--- src/rtl/romatrix_pkg.sv ---
// Shared types for the ring-oscillator matrix scheduler: FSM state encoding
// and the oscillator-select width helper.
package romatrix_pkg;

  typedef enum logic [1:0] {
    S_IDLE    = 2'd0,
    S_SETTLE  = 2'd1,
    S_MEASURE = 2'd2,
    S_OUTPUT  = 2'd3
  } state_t;

  // Select width is max(1, clog2(n)) so a single-oscillator matrix still has a 1-bit index.
  function automatic int sel_width(input int n);
    return (n <= 2) ? 1 : $clog2(n);
  endfunction

endpackage

--- src/rtl/ro_edge_counter.sv ---
// Synchronises the asynchronous oscillator output, detects rising edges and
// accumulates them in a saturating counter.
module ro_edge_counter #(
  parameter int CNT_W = 32
) (
  input  logic             clock,
  input  logic             reset,
  input  logic             clear,
  input  logic             count_en,
  input  logic             ro_out,
  output logic [CNT_W-1:0] count
);

  logic sync1;
  logic sync2;
  logic dly;
  logic rise;

  assign rise = sync2 & ~dly;

  always_ff @(posedge clock) begin
    if (reset) begin
      sync1 <= 1'b0;
      sync2 <= 1'b0;
      dly   <= 1'b0;
      count <= '0;
    end else begin
      sync1 <= ro_out;
      sync2 <= sync1;
      dly   <= sync2;
      // Hold at all-ones rather than wrapping so an overfast oscillator reads as "at least max".
      if (clear) begin
        count <= '0;
      end else if (count_en && rise && (count != '1)) begin
        count <= count + 1'b1;
      end
    end
  end

endmodule

--- src/rtl/romatrix_scheduler.sv ---
// Scans N_OSC ring oscillators: settle, count edges over a fixed window, hand the
// result out on a valid/ready port. Optional ROMATRIX_SCHED_CONTINUOUS_EN restarts the scan.
module romatrix_scheduler
  import romatrix_pkg::*;
#(
  parameter int N_OSC         = 10,
  parameter int SETTLE_CYCLES = 4,
  parameter int RESOL_CYCLES  = 1024,
  parameter int CNT_W         = 32,
  localparam int SW           = sel_width(N_OSC)
) (
  input  logic             clock,
  input  logic             reset,
  input  logic             start,
  input  logic             ro_out,
  output logic [SW-1:0]    sel_ro,
  output logic             enable,
  output logic [CNT_W-1:0] data_out,
  output logic [SW-1:0]    data_idx,
  output logic             data_valid,
  input  logic             data_ready,
`ifdef ROMATRIX_SCHED_CONTINUOUS_EN
  input  logic             continuous,
`endif
  output logic             busy,
  output logic             done
);

  // Handshake: a result transfers on a rising clock edge where data_valid & data_ready;
  // data_out/data_idx stay stable while data_valid is high and not yet accepted.

  localparam int TMAX = (SETTLE_CYCLES > RESOL_CYCLES) ? SETTLE_CYCLES : RESOL_CYCLES;
  localparam int TW   = $clog2(TMAX + 1);
  localparam logic [SW-1:0] LAST_IDX    = SW'(N_OSC - 1);
  localparam logic [TW-1:0] SETTLE_LAST = TW'(SETTLE_CYCLES - 1);
  localparam logic [TW-1:0] RESOL_LAST  = TW'(RESOL_CYCLES - 1);

  state_t           state;
  logic [SW-1:0]    idx;
  logic [TW-1:0]    timer;
  logic [CNT_W-1:0] count;
  logic             wrap;
  logic             cnt_clear;
  logic             cnt_en;

`ifdef ROMATRIX_SCHED_CONTINUOUS_EN
  assign wrap = continuous;
`else
  assign wrap = 1'b0;
`endif

  assign cnt_clear = (state == S_SETTLE);
  assign cnt_en    = (state == S_MEASURE);
  // Counter stops in OUTPUT, so its register is the stable result.
  assign data_out  = count;

  ro_edge_counter #(
    .CNT_W(CNT_W)
  ) u_counter (
    .clock   (clock),
    .reset   (reset),
    .clear   (cnt_clear),
    .count_en(cnt_en),
    .ro_out  (ro_out),
    .count   (count)
  );

  always_ff @(posedge clock) begin
    if (reset) begin
      state      <= S_IDLE;
      idx        <= '0;
      timer      <= '0;
      sel_ro     <= '0;
      data_idx   <= '0;
      enable     <= 1'b0;
      data_valid <= 1'b0;
      busy       <= 1'b0;
      done       <= 1'b0;
    end else begin
      done <= 1'b0;
      case (state)
        S_IDLE: begin
          if (start) begin
            state  <= S_SETTLE;
            idx    <= '0;
            sel_ro <= '0;
            timer  <= '0;
            enable <= 1'b1;
            busy   <= 1'b1;
          end
        end
        S_SETTLE: begin
          if (timer == SETTLE_LAST) begin
            state <= S_MEASURE;
            timer <= '0;
          end else begin
            timer <= timer + 1'b1;
          end
        end
        S_MEASURE: begin
          if (timer == RESOL_LAST) begin
            state      <= S_OUTPUT;
            timer      <= '0;
            enable     <= 1'b0;
            data_valid <= 1'b1;
            data_idx   <= idx;
          end else begin
            timer <= timer + 1'b1;
          end
        end
        S_OUTPUT: begin
          if (data_ready) begin
            data_valid <= 1'b0;
            if (idx == LAST_IDX) begin
              done <= 1'b1;
              if (wrap) begin
                state  <= S_SETTLE;
                idx    <= '0;
                sel_ro <= '0;
                enable <= 1'b1;
              end else begin
                state <= S_IDLE;
                busy  <= 1'b0;
              end
            end else begin
              // sel_ro moves together with enable rising: the SETTLE entry cycle.
              state  <= S_SETTLE;
              idx    <= idx + 1'b1;
              sel_ro <= idx + 1'b1;
              enable <= 1'b1;
            end
          end
        end
        default: state <= S_IDLE;
      endcase
    end
  end

endmodule

--- config.mk ---
export PLATFORM = sky130hd
export DESIGN_NAME = romatrix_scheduler
export DESIGN_NICKNAME = d
export VERILOG_FILES = /design/src/rtl/romatrix_pkg.sv /design/src/rtl/ro_edge_counter.sv /design/src/rtl/romatrix_scheduler.sv
export SDC_FILE = /design/constraint.sdc
export NUM_CORES = 1
export LEC_CHECK = 0
export CORE_ASPECT_RATIO = 0.75
export CORE_MARGIN = 1
export CORE_UTILIZATION = 30
export CTS_BUF_LIST = sky130_fd_sc_hd__clkbuf_4
export DETAILED_ROUTE_END_ITERATION = 12
export PLACE_DENSITY = 0.54
export SLEW_MARGIN = 5
export SYNTH_ARGS = -nofsm -noshare
export SYNTH_HDL_FRONTEND = slang
export SYNTH_SLANG_ARGS = --single-unit
--- constraint.sdc ---
create_clock -name clock -period 4.4 [get_ports clock]
set_input_delay 0.66 -clock clock [delete_from_list [all_inputs] [get_ports clock]]
set_output_delay 0.66 -clock clock [all_outputs]
set_load 0.02 [all_outputs]
Yosys cells after proc, flatten, opt, wreduce, memory -nomap -nowiden
Cells that the tools add are included.
{"block": "totals", "output_inout_bits": 44, "ff_bits": 60, "wordCells": 74, "input_bits": 5}
{"block": "op_classes", "mux": 26, "n_eq_ne": 13, "reduce_logical": 16, "addsub": 3, "bitwise": 4}
{"op": "two-way mux 11 bit", "n": 3}
{"op": "case mux 11 bit (3 select lines)", "n": 1}
{"op": "adder 32 x 1 -> 32 bit (second input constant)", "n": 1}
{"op": "!= test 32 bit (second input constant)", "n": 1}
{"op": "two-way mux 4 bit", "n": 3}
{"op": "AND reduction 4 bit", "n": 3}
{"op": "adder 11 x 1 -> 11 bit (second input constant)", "n": 1}
{"op": "equality test 11 x 10 -> 1 bit (second input constant)", "n": 1}
{"op": "equality test 11 x 2 -> 1 bit (second input constant)", "n": 1}
{"op": "two-way mux 1 bit", "n": 10}
{"op": "!= test 2 bit (second input constant)", "n": 5}
{"op": "two-way mux 2 bit", "n": 4}
{"op": "case mux 2 bit (4 select lines)", "n": 1}
{"op": "case mux 4 bit (2 select lines)", "n": 1}
{"op": "nonzero test 3 bit", "n": 2}
{"op": "AND reduction 5 bit", "n": 1}
{"op": "adder 4 x 1 -> 4 bit (second input constant)", "n": 1}
{"op": "equality test 2 bit (second input constant)", "n": 2}
{"op": "equality test 4 bit (second input constant)", "n": 1}
{"op": "case mux 1 bit (2 select lines)", "n": 2}
{"op": "AND reduction 2 bit", "n": 2}
{"op": "nonzero test 2 bit", "n": 2}
{"op": "NOT 1 bit", "n": 3}
{"op": "case mux 1 bit (3 select lines)", "n": 1}
{"op": "other kinds (8)", "n": 9}

Depth between registers and ports, before layout
Gate-level depths: netlist of the first run.
{"block": "logic_depth", "ltp_word": 4, "depth_mapped": 9, "ltp_nobuf": 7}

Cells and area by module
Synthesis of the first run repeated with hierarchy kept, for this count alone.
{"block": "unflattened", "hier_cells": 357, "area_unflattened_um2": 3146.8}
{"mod": "ro_edge_counter", "instances": 1, "cells_each": 196, "area_per_inst_um2": 1725.4, "seq_area_each_um2": 700.7}
{"mod": "romatrix_scheduler", "instances": 1, "cells_each": 161, "area_per_inst_um2": 1421.4, "seq_area_each_um2": 500.5}

Least setup slack after synthesis of the first run
No wires, ideal clock.
{"block": "synth_path", "path_type": "register to register", "startpoint": "register u_counter.count[23]", "endpoint": "register u_counter.count[8]", "required_ps": 4285, "slack_ps": 2205, "stages_incl_launch_ff": 9, "n_path_buf": 3, "setup_time_ps": 115, "t_arrival_ps": 2080, "synth_period_minus_slack_ps": 2195, "path_cell_list": "dfxtp_1 > nand4_1 > or4_1 > buf_2 > o31ai_4 > buf_6 > buf_12 > nor4_1 > o21a_1"}
{"block": "synth_between", "elab_chain_cells": 2}
{"item": "start: declaration", "line_no": "ro_edge_counter.sv:11", "text": "output logic [CNT_W-1:0] count"}
{"item": "start signal: assignment", "line_no": "ro_edge_counter.sv:35", "text": "count <= count + 1'b1;"}
{"item": "!= test 32 bit", "line_no": "ro_edge_counter.sv:34", "text": "end else if (count_en && rise && (count != '1)) begin"}
{"item": "logical AND 1 bit", "line_no": "ro_edge_counter.sv:34"}
No other way between the ends.
A chain may end at the register's enable or synchronous reset.

Worst setup path after layout of the first run
{"block": "layout_path", "startpoint": "register u_counter.count[23]", "endpoint": "register u_counter.count[4]"}
The elaborated chain is that of the path after synthesis.

==> results by stage, run 1 <==
Status:
- The flow ran to the end, but the final reports show violations.
- The checks that failed: design-rule violations.

Synth:
- The synthesized design contains 60 register bits.
- After synthesis, the largest family of logic cells by area is simple AND/OR/NAND/NOR gates.
- The fraction of the mapped netlist area in simple logic gates is 27.6%.
- After synthesis, the netlist uses 54 different library cells.
- Of the synthesized area, sequential elements account for 40.2%.
- The synthesized netlist devotes 18.9% of its cell area to compound gates.
- After synthesis the cells add up to 2990 um2.
- Yosys printed 0 warnings.
- The commonest cells after synthesis are dfxtp_1 (60), a21oi_1 (31), nor2_1 (28).
- Counting every net in the synthesized netlist gives 359.
- The gate count after technology mapping is 345.
- The share of flip-flops with an asynchronous set or reset is 0%.
- Yosys mapped a number of flops with a built-in enable equal to 0.
- Yosys attributes the largest share of cell area to dfxtp_1 (40%), a21oi_1 (5.2%), o21ai_0 (4.2%).
- Of the total synthesized cell area, the portion taken by full adders, half adders and majority gates is 3.77%.
- Of the total synthesized cell area, the portion taken by XOR and XNOR cells is 3.51%.
- Among all flip-flop cells after synthesis, the most frequent one is dfxtp_1.
- dfxtp_1 is the most common cell in the netlist.
- The fraction of synthesized area in multiplexers is 2.72%.
- The area fraction of the dominant cell type after synthesis is 40.2%.
- The post-synthesis cell type with the largest combined area is dfxtp_1.
- The average size of a mapped cell is 8.67 um2.

GRT:
- The pin count of the biggest net entering global routing is 31.
- The number of antenna violations at the first check in global routing is 0.
- The first global-routing pass estimated 11.2 mm of wire.
- The via count of the first global-routing pass is 2179.
- Global routing used 14.4% of the available tracks across all layers.
- The aggregate global routing overflow is 0.

Power:
- The internal power of the cells totals 0.903 mW.
- The total power density per cell area is 353 nW/um2.
- The switching portion of total power is 31.5%.
- The design draws 1.32 mW.
- For this design the total switching power over the nets is 0.415 mW.
- The clock group share of total power is 34.2%.
- The worst supply voltage drop on vdd is 176 uV.
- The relative contribution of sequential cells to total power is 44.2%.
- The share of total power dissipated in combinational logic is 21.7%.
- The leakage power figure is 1.16 nW.

Clock network:
- The number of setup buffers added after CTS is 0.
- The clock drives 60 sinks.
- The post-CTS clock slew at the launch and capture registers of the worst setup and hold paths is 0.11 ns.
- After clock tree synthesis, the repair step resized 0 gates.
- The number of buffers created by CTS is 9.
- The H-tree was split into 3 levels.
- The clock passes through at most 2 buffers.
- The source-to-sink clock delay at the later pin of the worst-skew pair is 0.43 ns.
- The hold buffer count at cts is 0.
- TritonCTS built the clock tree.
- The tree is rooted in a clkbuf_4.

Die:
- The floorplan has 31 rows.
- The starting density of the core is 31.0%.
- The die extent in y is 88.5 um.
- The die covers 10400 um2.
- The die span in x is 117 um.
- The core outline area is 9660 um2.
- The top-level port count is 49.

STA:
- The count of endpoints failing setup in the final report is 0.
- The final worst clock skew is 0.0206 ns.
- The number of pins exceeding their max-slew limit in the final report is 0.
- For the pin with the worst max-slew slack, the measured transition is 0.854 ns.
- The summed negative setup slack over all endpoints is 0 ns.
- The number of failing hold endpoints at the final stage was 0.
- Setup repair after global routing left no endpoint under its margin.
- In this run the tightest slew margin relative to its limit is 43.1%.
- The highest clock rate is 389 MHz.
- The clock period could shrink to 2.57 ns.
- In the finished design, the share of the clock period the worst path needs comes to 58.4%.

Worst setup path:
- The launching element type of the critical path is a register.
- The maximum fanout along the worst path is 21.
- The longest individual stage delay on the worst path is 0.81 ns.
- The critical path data required time is 4.69 ns.
- On the critical path, the stage with the largest delay is an instance of o31ai_4.
- The kind of end point of the critical path is a register.
- The setup path with the least slack is of type register to register.
- Across all register-to-register paths, the minimum setup slack is 1.83 ns.
- The critical path goes through nand4_1 > or4_1 > o31ai_4 > or3_2 > a21oi_1.
- Data on the critical path arrives at its endpoint at 2.86 ns.
- The number of cells on the worst reg-to-reg path is 5.

Routing:
- The number of routed nets with antenna violations is 0.
- After detailed routing, the average wire length per cell comes to 13.2 um.
- In the routed layout, each cell is associated on average with a via count of 5.03.
- The detailed router placed 2668 vias in this run.
- After the first detailed-routing iteration, the DRC count stood at 151.
- Summed over all layers, the routed wires come to 7.01 mm.
- The first TritonRoute pass finished after 8 iterations.
- The DRC violations left is 2.

Placed design:
- The congestion estimate from routability-driven global placement came to 0.815.
- Buffers placed on the I/O ports in this run total 48.
- After legalization and detailed placement, the total HPWL measured 4.94 mm.

Finish:
- Cells with a size suffix above 1 make up 9.80% of the layout.
- The layout overhead on the synthesized area is 24.7%.
- The number of antenna diodes in the final layout is 0.
- The number of filler instances in the final layout is 959.
- The final-stage net count is 407.

Min path:
- The tightest min-delay check is of the register to register type.
- The instance count along the most critical hold path is 1.

Run:
- The total of max-cap violations is 0.
[cells in the final DEF (no fill, tap or decap), types with 8 or more instances in the layout]
| cell type | Yosys | layout |
|---|---|---|
| nand2_1 | 26 | 26 |
| or3_1 | 16 | 16 |
| nand4_1 | 8 | 8 |
| a21oi_1 | 31 | 31 |
| clkdlybuf4s50_1 | 0 | 48 |
| o21ai_0 | 25 | 25 |
| clkbuf_4 | 0 | 11 |
| dfxtp_1 | 60 | 60 |
| nand3_1 | 18 | 18 |
| ha_1 | 9 | 9 |
| nor2_1 | 28 | 28 |
[power by group through the flow]
stage | Sequential (mW) | Clock, mW | Combinational [mW]
floorplan | 0.598 | 0 | 0.203
global placement | 0.593 | 0 | 0.283
detailed placement | 0.594 | 0 | 0.288
CTS | 0.582 | 0.468 | 0.289
global route | 0.586 | 0.497 | 0.316
finish | 0.582 | 0.451 | 0.285
[worst max-delay path, delay by kind of cell, from the launching register on]
family,cells,cell delay [ns]
AND/OR/NAND/NOR,3,1.10
AO/OA/AOI/OAI,2,0.87
flip-flops,1,0.46
[layout make-up]
type / count / area, um2 / area share [%]
Multi-Input combinational cell: 266 / 1690 / 45.3
Sequential cell: 60 / 1200 / 32.2
Timing Repair Buffer: 49 / 488 / 13.1
Tap cell: 132 / 165 / 4.43
Clock buffer: 11 / 82.6 / 2.21
Clock inverter: 5 / 76.3 / 2.05
Inverter: 7 / 26.3 / 0.704
[sequential cells by signal, indices dropped and copies added, names as in the netlist]
name	flops
busy	1
data_idx	4
data_valid	1
done	1
enable	1
idx	4
state	2
timer	11
u_counter.count	32
u_counter.dly	1
u_counter.sync1	1
u_counter.sync2	1
[worst paths after layout]
kind	startpoint	endpoint
worst max-delay path	u_counter.count[23]	u_counter.count[4]
worst min-delay path	u_counter.sync1	u_counter.sync2
worst max register to register	u_counter.count[23]	u_counter.count[4]
worst min register to register	u_counter.sync1	u_counter.sync2
[kinds of logic (layout without fill, tap and decap cells)]
group | Yosys count | after routing
DFF | 60 | 60
and+or+nand+nor | 148 | 148
AOI/OAI and AO/OA | 89 | 89
xor gates and xnor gates | 12 | 12
buffers and inverters | 19 | 72
muxes | 8 | 8
adders and majority gates | 9 | 9
[routing by layer]
layer  GRT usage [%]  wire length (um)
met2            19.3              2810
met3            5.14               343
met5               0                 0
met4            5.87               136
met1            20.5              3720
[through the flow]
stage	utilization [%]	hold WS, ns	cells	worst slack, ns	instance area, um2
final	38.6	0.452	530	1.83	3730
after detailed placement	37.0	0.422	514	1.71	3570
after global routing	38.6	0.491	530	1.63	3730
after global placement	37.0	0.432	514	1.72	3570
after floorplan	-	0.414	345	2.21	2990
after CTS	38.6	0.467	530	1.81	3730
No activity file was read; power rests on OpenSTA's default activity.
==> run 2, diff against run 1 <==
- PLACE_DENSITY: 0.54 -> 0.56
- clock period: 4.4 -> 2.2 ns (I/O delays scaled with it)
==> run 2 against run 1 <==
Effect of this change: the flow now finishes without violations; flip-flop and latch count is the same; clock skew shrank 0.0026 ns; hold slack gained 0.0064 ns; maximum frequency grew 24%; clock power grew 70%; via count grew 5.1%; combinational power grew 120%; critical path type unchanged; largest power group unchanged.
==> results by stage, run 2 (synthesis gave the netlist of run 1 again) <==
Finish:
- The area growth from synthesis to layout is 30.5%.
- The final cell area excluding filler cells came to 3900 um2 (+4.7%).
- The area taken by multi-input logic gates is 1700 um2 (+0.59%).
- The final design utilization is 40.4% (+1.8 points).
- The number of diodes added for antenna fixing came to 0 (unchanged).
- The share of final-layout standard cells stronger than drive strength 1 came to 15.6% (+5.8 points).
- The number of flip-flops in the largest register is 32 (unchanged).
- Leaving out fill and tap cells, the most frequent cells in the layout are dfxtp_1 (60), clkdlybuf4s50_1 (48), a21oi_1 (31).
- Ranked by flip-flop count, first place goes to u_counter.count.
- The area taken by flip-flops and latches was 1200 um2 (unchanged).
- The number of filler instances in the final layout is 997 (+4.0%).
- The library cell used most frequently in the layout, excluding fill and tap cells, is dfxtp_1.
- In the final layout, the registers with the most flip-flops are u_counter.count x32, timer x11.
- The final-stage net count was 431 (+5.9%).
- The number of non-filler instances in the completed layout is 554 (+4.5%).

STA:
- The number of pins exceeding their max-slew limit in the final report was 0 (unchanged).
- The relative slew slack is 72.1% (+29 points).
- The number of failing hold endpoints at the final stage came to 0 (unchanged).
- Setup repair after global routing left no endpoint under its margin.
- The transition at the pin with the smallest max-transition slack is 0.407 ns (-0.446 ns).
- The final-layout worst hold slack is 0.459 ns (+0.00641 ns).
- The highest clock rate is 484 MHz (+24%).
- The count of endpoints failing setup in the final report came to 0 (unchanged).
- The minimum setup slack in the final design came to 0.133 ns (-1.70 ns).
- The post-layout minimum cycle time is 2.07 ns (-0.504 ns).
- The final clock period utilization by the worst path came to 94.0% (+36 points).
- The summed negative setup slack over all endpoints was 0 ns (unchanged).
- The final worst clock skew is 0.0180 ns (-0.00262 ns).

Worst setup path:
- The longest individual stage delay on the worst path is 0.60 ns (-0.21 ns).
- The worst setup path is launched from a register.
- The endpoint identified for the worst register-to-register timing path is u_counter.count[9].
- The maximum fanout along the worst path is 21 (unchanged).
- The path depth of the worst reg2reg path is 8 (+3).
- In this design, the largest share of critical-path delay is due to simple AND/OR/NAND/NOR gates.
- The count of buffer and inverter cells on the critical path came to 2 (+2).
- The largest individual stage delay along the critical path comes from the cell or4_2.
- The critical path goes through inv_2 > ha_1 > nand2_1 > nor2_1 > o31ai_4 > buf_12 > or4_2 > a21oi_1.
- STA classifies the critical path endpoint as a register.
- The critical path data required time is 2.55 ns (-2.14 ns).
- The worst register-to-register path begins at state[0].
- The origin of the worst setup path is state[0].
- The critical path arrival was 2.42 ns (-0.44 ns).
- The critical path is of the register to register type.
- The flop-to-flop setup slack is 0.13 ns (-1.70 ns).

GRT:
- The pin count of the biggest net entering global routing is 25 (-19%).
- The total global-route track usage is 15.6% (+1.2 points).
- The number of antenna violations at the first check in global routing came to 0 (unchanged).
- The aggregate global routing overflow was 0 (unchanged).
- The via count of the first global-routing pass came to 2469 (+13%).
- The wire length of the first global-routing pass is 12.2 mm (+8.4%).

Clock network:
- The post-CTS clock slew at the launch and capture registers of the worst setup and hold paths is 0.10 ns (about the same).
- The number of buffers created by CTS was 9 (unchanged).
- The number of H-tree levels is 3 (unchanged).
- In this run the clock root is driven by a clkbuf_4.
- The total number of clock tree sinks is 60 (unchanged).
- The maximum buffer depth of the clock tree came to 2 (unchanged).
- The source-to-sink clock delay at the later pin of the worst-skew pair is 0.42 ns (about the same).
- The TritonCTS clock tree is done.

Die:
- The die extent in y is 88.5 um (unchanged).
- The floorplan die area is 10400 um2 (unchanged).
- The core outline area is 9660 um2 (unchanged).
- The starting density of the core is 31.0% (unchanged).
- The die span in x was 117 um (unchanged).
- The count of standard-cell rows is 31 (unchanged).
- The top-level port count is 49 (unchanged).

Routing:
- The iteration-0 DRC count of the detailed router came to 134 (-11%).
- The number of routed nets with antenna violations was 0 (unchanged).
- The number of detailed-route iterations in the first pass came to 4 (-4).
- The routed wire length per instance is 13.5 um (+2.5%).
- The routed via count divided by cell count is 5.06 (+0.51%).
- The total via count after detailed routing is 2803 (+5.1%).
- The DRC violations left was 0 (-2).
- The aggregate routed wire length is 7.50 mm (+7.1%).

Placed design:
- The instance area at placement was 3760 um2 (+5.2%).
- The routability-driven placement congestion ratio was 0.783 (-3.9%).
- The number of placed cells counting well taps is 537 (+4.5%).
- The minimum setup slack after placement is 0.0983 ns (-1.61 ns).
- The detailed placement HPWL came to 5.49 mm (+11%).
- The number of I/O port buffers was 48 (unchanged).

Min path:
- The startpoint identified for the worst hold timing path is u_counter.sync1.
- The endpoint with the worst hold slack is u_counter.sync2.
- The instance count along the most critical hold path is 1 (unchanged).
- The worst hold path belongs to the class register to register.

Power:
- The leakage power figure is 1.28 nW (+10%).
- The worst supply voltage drop on vdd is 365 uV (+110%).
- The total power density per cell area is 658 nW/um2 (+86%).
- The total power consumption of the routed design is 2.57 mW (+95%).

Run:
- The total of max-cap violations is 0 (unchanged).

Status:
- The run finished with clean final reports.
run 2: changes by cell type in the layout (fill, tap and decap cells not counted):
cell / previous run / this run
buf_12: 0 / 1
clkinv_1: 1 / 2
clkinv_2: 1 / 2
or4_4: 0 / 1
and4_2: 1 / 2
nor3_1: 2 / 1
or4_1: 4 / 3
clkbuf_4: 11 / 10
nor3_2: 0 / 1
inv_2: 0 / 1
and4_1: 5 / 4
buf_4: 1 / 24
inv_1: 7 / 6
bufinv_16: 2 / 1
run 2: worst max path at each step:
stage               slack, ns                   to  cells after the start
detailed placement        0.1   u_counter.count[9]                      8
floorplan               0.005   u_counter.count[8]                      8
finish                   0.13   u_counter.count[9]                      8
global route            0.001  u_counter.count[27]                      8
global placement         0.17   u_counter.count[8]                      6
CTS                      0.08   u_counter.count[9]                      8
run 2: timing repair:
action,in CTS,in global routing
setup endpoints to repair,0,15
hold buffers,0,0
endpoints found under the hold margin,0,0
buffers inserted,0,1
resized for setup,0,4
run 2: final cells by class:
type	count	area share [%]
inverter	7	0.673
sequential	60	30.8
multi-input combinational	266	43.6
tap	132	4.23
clock buffer	10	1.92
clock inverter	6	1.41
timing repair buffer	73	17.4
run 2: layer usage:
layer  part of all wire [%]  up-vias  track usage (%)
met5                      0        -                0
met4                    1.3        0             6.21
met3                    4.3       10             4.73
met2                     44       46             23.2
met1                     50     1319             21.0
li1                       -     1428                -
run 2: report_power, final:
group | internal, mW | total (mW) | switching (mW)
Sequential | 1.12 | 1.16 | 0.0367
Combinational | 0.246 | 0.639 | 0.394
Clock | 0.348 | 0.768 | 0.420
